## src/rtl/dmux_pkg.sv

```systemverilog
// Shared types and defaults for the toggle-handshake CDC transmitter.
package dmux_pkg;

    typedef enum logic [1:0] {
        IDLE     = 2'd0,
        WAIT_ACK = 2'd1,
        GAP      = 2'd2
    } state_e;

    localparam int DATA_W_DEF      = 8;
    localparam int SYNC_STAGES_DEF = 2;

    // Width of the shared gap/timeout counter; never narrower than one bit.
    function automatic int cnt_width(input int gap_cyc, input int timeout_cyc);
        int max_v;
        max_v = (gap_cyc > timeout_cyc) ? gap_cyc : timeout_cyc;
        return (max_v > 0) ? $clog2(max_v + 1) : 1;
    endfunction

endpackage

```

## src/rtl/dmux_handshake_tx_sync_bit.sv

```systemverilog
// Single-bit multi-flop synchroniser used to bring the destination's ack toggle into clk_a.
module sync_bit #(
    parameter int STAGES = 2
) (
    input  logic clk_i,
    input  logic rst_ni,
    input  logic d_i,
    output logic q_o
);

    logic [STAGES-1:0] sync_q;

    // Shift chain; the first flop may go metastable, the last one feeds logic.
    always_ff @(posedge clk_i or negedge rst_ni) begin
        if (!rst_ni) begin
            sync_q <= '0;
        end else begin
            sync_q <= {sync_q[STAGES-2:0], d_i};
        end
    end

    assign q_o = sync_q[STAGES-1];

endmodule

```

## src/rtl/dmux_handshake_tx.sv

```systemverilog
// Source side of a toggle-handshake multi-bit CDC: holds one word and flips req_toggle per word,
// refusing new words until the destination echoes the toggle back on ack_toggle.
module dmux_handshake_tx
    import dmux_pkg::*;
#(
    parameter int DATA_W      = DATA_W_DEF,
    parameter int SYNC_STAGES = SYNC_STAGES_DEF,
    parameter int GAP_CYC     = 0,
    parameter int TIMEOUT_CYC = 255
) (
    input  logic              clk_a,
    input  logic              rst_n,
    input  logic [DATA_W-1:0] data_in,
    input  logic              data_in_valid,
    output logic              data_in_ready,
    output logic [DATA_W-1:0] data_hold,
    output logic              req_toggle,
    input  logic              ack_toggle,
    output logic              busy,
    output logic              timeout_err
);

    localparam int               CNT_W    = cnt_width(GAP_CYC, TIMEOUT_CYC);
    localparam bit               TO_EN    = (TIMEOUT_CYC != 0);
    localparam bit               GAP_EN   = (GAP_CYC != 0);
    localparam logic [CNT_W-1:0] TO_MAX   = CNT_W'(TIMEOUT_CYC);
    localparam logic [CNT_W-1:0] GAP_LAST = CNT_W'(GAP_EN ? GAP_CYC - 1 : 0);
    localparam logic [CNT_W-1:0] CNT_ONE  = CNT_W'(1);

    state_e            state_q, state_d;
    logic [DATA_W-1:0] hold_q, hold_d;
    logic              req_q, req_d;
    logic              ready_q, ready_d;
    logic              busy_q, busy_d;
    logic              err_q, err_d;
    logic [CNT_W-1:0]  cnt_q, cnt_d;

    logic              ack_sync_s;
    logic              accept_s;
    logic              ack_match_s;

    sync_bit #(
        .STAGES (SYNC_STAGES)
    ) u_ack_sync (
        .clk_i  (clk_a),
        .rst_ni (rst_n),
        .d_i    (ack_toggle),
        .q_o    (ack_sync_s)
    );

    // ready_q is high exactly while idle, so it doubles as the accept qualifier.
    assign accept_s    = data_in_valid && ready_q;
    assign ack_match_s = (ack_sync_s == req_q);

    // State register.
    always_ff @(posedge clk_a or negedge rst_n) begin
        if (!rst_n) begin
            state_q <= IDLE;
        end else begin
            state_q <= state_d;
        end
    end

    // Next-state logic; ack changes outside WAIT_ACK are deliberately not looked at.
    always_comb begin
        state_d = state_q;
        case (state_q)
            IDLE: begin
                if (accept_s) begin
                    state_d = WAIT_ACK;
                end else begin
                    state_d = IDLE;
                end
            end
            WAIT_ACK: begin
                if (ack_match_s && GAP_EN) begin
                    state_d = GAP;
                end else if (ack_match_s) begin
                    state_d = IDLE;
                end else begin
                    state_d = WAIT_ACK;
                end
            end
            GAP: begin
                if (cnt_q == GAP_LAST) begin
                    state_d = IDLE;
                end else begin
                    state_d = GAP;
                end
            end
            default: state_d = IDLE;
        endcase
    end

    // Output/datapath next values: word capture, toggle, shared counter and timeout pulse.
    always_comb begin
        hold_d = hold_q;
        req_d  = req_q;
        cnt_d  = cnt_q;
        err_d  = 1'b0;

        if (accept_s) begin
            hold_d = data_in;
            req_d  = ~req_q;
        end else begin
            hold_d = hold_q;
            req_d  = req_q;
        end

        case (state_q)
            IDLE: cnt_d = '0;
            WAIT_ACK: begin
                if (ack_match_s) begin
                    cnt_d = '0;
                end else if (TO_EN && (cnt_q != TO_MAX)) begin
                    cnt_d = cnt_q + CNT_ONE;
                end else begin
                    cnt_d = cnt_q;
                end
            end
            GAP: begin
                if (cnt_q == GAP_LAST) begin
                    cnt_d = '0;
                end else begin
                    cnt_d = cnt_q + CNT_ONE;
                end
            end
            default: cnt_d = '0;
        endcase

        // The counter saturates at TO_MAX, so this edge-detect fires only once per wait.
        if ((state_q == WAIT_ACK) && !ack_match_s && TO_EN &&
            (cnt_q != TO_MAX) && (cnt_d == TO_MAX)) begin
            err_d = 1'b1;
        end else begin
            err_d = 1'b0;
        end

        ready_d = (state_d == IDLE);
        busy_d  = (state_d != IDLE);
    end

    // Datapath and output registers.
    always_ff @(posedge clk_a or negedge rst_n) begin
        if (!rst_n) begin
            hold_q  <= '0;
            req_q   <= 1'b0;
            ready_q <= 1'b1;
            busy_q  <= 1'b0;
            err_q   <= 1'b0;
            cnt_q   <= '0;
        end else begin
            hold_q  <= hold_d;
            req_q   <= req_d;
            ready_q <= ready_d;
            busy_q  <= busy_d;
            err_q   <= err_d;
            cnt_q   <= cnt_d;
        end
    end

    assign data_in_ready = ready_q;
    assign data_hold     = hold_q;
    assign req_toggle    = req_q;
    assign busy          = busy_q;
    assign timeout_err   = err_q;

endmodule

```

## config.mk

```make
export PLATFORM = sky130hd
export DESIGN_NAME = dmux_handshake_tx
export DESIGN_NICKNAME = d
export VERILOG_FILES = /design/src/rtl/dmux_pkg.sv /design/src/rtl/dmux_handshake_tx_sync_bit.sv /design/src/rtl/dmux_handshake_tx.sv
export SDC_FILE = /design/constraint.sdc
export NUM_CORES = 1
export LEC_CHECK = 0
export CELL_PAD_IN_SITES_DETAIL_PLACEMENT = 0
export CELL_PAD_IN_SITES_GLOBAL_PLACEMENT = 2
export CORE_MARGIN = 5
export CORE_UTILIZATION = 34
export CTS_CLUSTER_DIAMETER = 30
export DETAILED_ROUTE_END_ITERATION = 7
export PLACE_DENSITY = 0.91
export SLEW_MARGIN = 20
export SYNTH_ARGS = -nofsm -noshare
export SYNTH_HDL_FRONTEND = slang
export SYNTH_SLANG_ARGS = --single-unit
```

## constraint.sdc

```tcl
create_clock -name clk_a -period 2.6 [get_ports clk_a]
set_input_delay 0.26 -clock clk_a [delete_from_list [all_inputs] [get_ports clk_a]]
set_output_delay 0.26 -clock clk_a [all_outputs]
set_load 0.02 [all_outputs]
```

==> results.yml <==
global_route:
  track_usage_pct: 11.7
  grt_max_degree: 25
  grt_antenna_before_repair: 0
  grt_overflow: 0
  grt_pass1_vias: 856
  grt_pass1_wl_microns: 3980
floorplan:
  pin_count: 24
  die_w_microns: 68.3
  num_rows: 21
  start_util_pct: 34.8
  die_y_microns: 68.3
  dieArea_sq_mm: 0.00466
  coreArea_sq_mm: 0.00331
setup_path:
  worst-path-max-fanout: 3
  start_kind: "register"
  crit_path_cell_trace: "clkdlybuf4s50_1"
  slowest_delay_ns: 0.60
  setup.worst_path.class: "reg -> out"
  ff2ff_setup_slack_ns: 0.88
  arrival_ns: 1.47
  path_depth: 1
  crit_slowest_cell: "clkdlybuf4s50_1"
  r2r_start: "cnt_q[0]"
  ff2ff_path_depth: 6
  end_kind: "primary output"
  worstPathRequired_ns: 2.34
  r2r_end: "timeout_err"
  cp_top_family: "buffers and inverters"
  critPathBufInv: 1
cts:
  htreeDepth: 1
  postCtsSetupBuffers: 0
  clock_latency_ns: 0.32
  cts-hold-fix-buffers: 0
  numCtsBuffers: 3
  cts.reportedPaths.clkPinSlew_ns: 0.14
  clk_path_buf_depth: 2
  root_buffer: "clkbuf_4"
  cts_resized: 0
  cts_tree: "built"
  cts_sinks: 24
route:
  wl_microns: 2310
  viasPerCell: 4.75
  drt_iter0_markers: 12
  via_count: 821
  drtPass1Iterations: 4
  wl_per_cell_microns: 13.3
  drtAntennaViolNets: 0
  drc: 0
min_path:
  worstHoldPathType: "in -> async"
run:
  cap_violations: 0
timing:
  rsz0062_at_grt: "false"
  max_freq_ghz: 0.578
  relSlewSlack_pct: 73.9
  skew_ns: 0.00539
  worstMarginPinSlew_ns: 0.390
  finalMaxSlewViolations: 0
  setup_viol: 0
  hold_viol: 0
  min_period_ns: 1.73
  hold_ws_ns: 0.274
  period_share_pct: 66.6
  fin_tns_setup_ns: 0
cells_and_area:
  fill_cells: 316
  final_nets: 146
  diodes: 0
  area.growth.synth_to_final_pct: 30.2
  drive_gt1_share_pct: 18.1
power:
  vdd.ir_drop.worst_uv: 329
  leakagePower_nw: 0.638
  power.density_mw_per_mm2: 894
  total_power_mw: 1.34
yosys:
  ys_warn_count: 0
  syn-cell-area_sq_mm: 0.00115
  syn_nets: 117
  synth_top_cell_by_area: "dfrtp_1"
  ys_types: 32
  synth_cells: 99
  ys_seq_area_share_pct: 52.2
  ys_seq_elements: 24
  synthDominantCellAreaShare_pct: 49.9
  synthTopCellsByArea: "dfrtp_1 50%, mux2_2 7.8%, ha_1 6.5%, nor2_1 3.6%, dfstp_2 2.3%"
  synth.avg_cell_area_sq_um: 11.7
place:
  gp_congestion: 0.819
  dp_hpwl_microns: 1760
  port_buffers: 23
outcome:
  status: "completed"
==> where the power goes <==
part	switching, mW	internal [mW]	total (mW)	leakage, nW
clock	0.119	0.156	0.274	0.0279
combinational	0.276	0.263	0.539	0.307
sequential	0.0571	0.472	0.529	0.303
==> sequential cells by signal, indices dropped and copies added, names as in the netlist <==
signal	cells
cnt_q	8
u_ack_sync.sync_q	2
data_hold	8
busy	1
timeout_err	1
data_in_ready	1
req_toggle	1
state_q	2
==> cell usage in the layout, fill, tap and decap left out <==
cell	n
nand2_1	6
a31oi_4	1
xor2_1	3
bufinv_16	1
clkbuf_4	3
and2_4	1
nor4_2	2
o21bai_1	1
nor2b_1	2
clkdlybuf4s50_1	23
a31oi_1	2
and3_1	2
mux2_2	8
nand4_1	3
and2_2	1
nor2_1	11
o21ai_2	1
ha_1	6
and4_1	1
dfstp_2	1
or2_1	1
buf_4	1
nand3_1	1
a21o_1	1
nor2_4	1
a22oi_2	1
and2_1	1
a21oi_1	2
dfrtp_1	23
o21ai_0	2
nor3_1	2
and3_4	1
xnor2_1	2
o21a_1	2
inv_1	6
nor3b_1	1
==> worst max-delay path by stage <==
stage	endpoint	slack, ns	start
2_1_floorplan	timeout_err	1.06	cnt_q[0]
3_3_place_gp	timeout_err	0.98	cnt_q[0]
3_5_place_dp	timeout_err	0.91	cnt_q[0]
4_1_cts	data_in_ready	0.85	data_in_ready
5_1_grt	timeout_err	0.77	cnt_q[0]
6_report	data_in_ready	0.87	data_in_ready
==> routing by layer <==
metal / wire [microns] / vias up / track usage (%)
li1: - / 399 / -
met1: 1000 / 405 / 14.5
met2: 1210 / 15 / 19.4
met3: 61 / 2 / 1.48
met4: 34 / 0 / 6.70
met5: 0 / - / 0
==> metrics by stage <==
stage	area [sq um]	std cells	utilization (%)	setup WS, ns
final	1500	173	45.4	0.870
after global routing	1500	173	45.4	0.766
after CTS	1500	173	45.4	0.848
after detailed placement	1450	169	43.8	0.914
after global placement	1450	169	43.8	0.978
after floorplan	1150	99	-	1.06
==> kinds of logic after synthesis <==
| group | count (synthesis) | share of synthesized area, % |
|---|---|---|
| compound gates | 13 | 9.11 |
| xor+xnor | 5 | 3.80 |
| fa+ha+maj | 6 | 6.51 |
| buf+inv | 6 | 1.95 |
| flops | 24 | 52.2 |
| mux | 8 | 7.81 |
| simple gates | 37 | 18.7 |
==> area by class of cell <==
cell class | count | area [sq um] | share of cell area, %
well taps | 46 | 57.6 | 3.83
multi-input cells | 69 | 529 | 35.3
clock inverters | 1 | 30.0 | 2.00
inverters | 6 | 22.5 | 1.50
flip-flops and latches | 24 | 602 | 40.1
clock buffers | 3 | 22.5 | 1.50
repair buffers | 24 | 238 | 15.8
==> synth_stat cells (all sizes together) <==
library cell	n
o21ai	3
nor2	12
o21bai	1
nand3	1
a21oi	2
dfstp	1
and4	1
a21o	1
nor3	2
and3	3
a22oi	1
nand4	3
ha	6
or2	1
o21a	2
and2	3
nor4	2
mux2	8
nor3b	1
dfrtp	23
inv	6
a31oi	3
xor2	3
nor2b	2
nand2	6
xnor2	2
No activity file was read; power rests on OpenSTA's default activity.
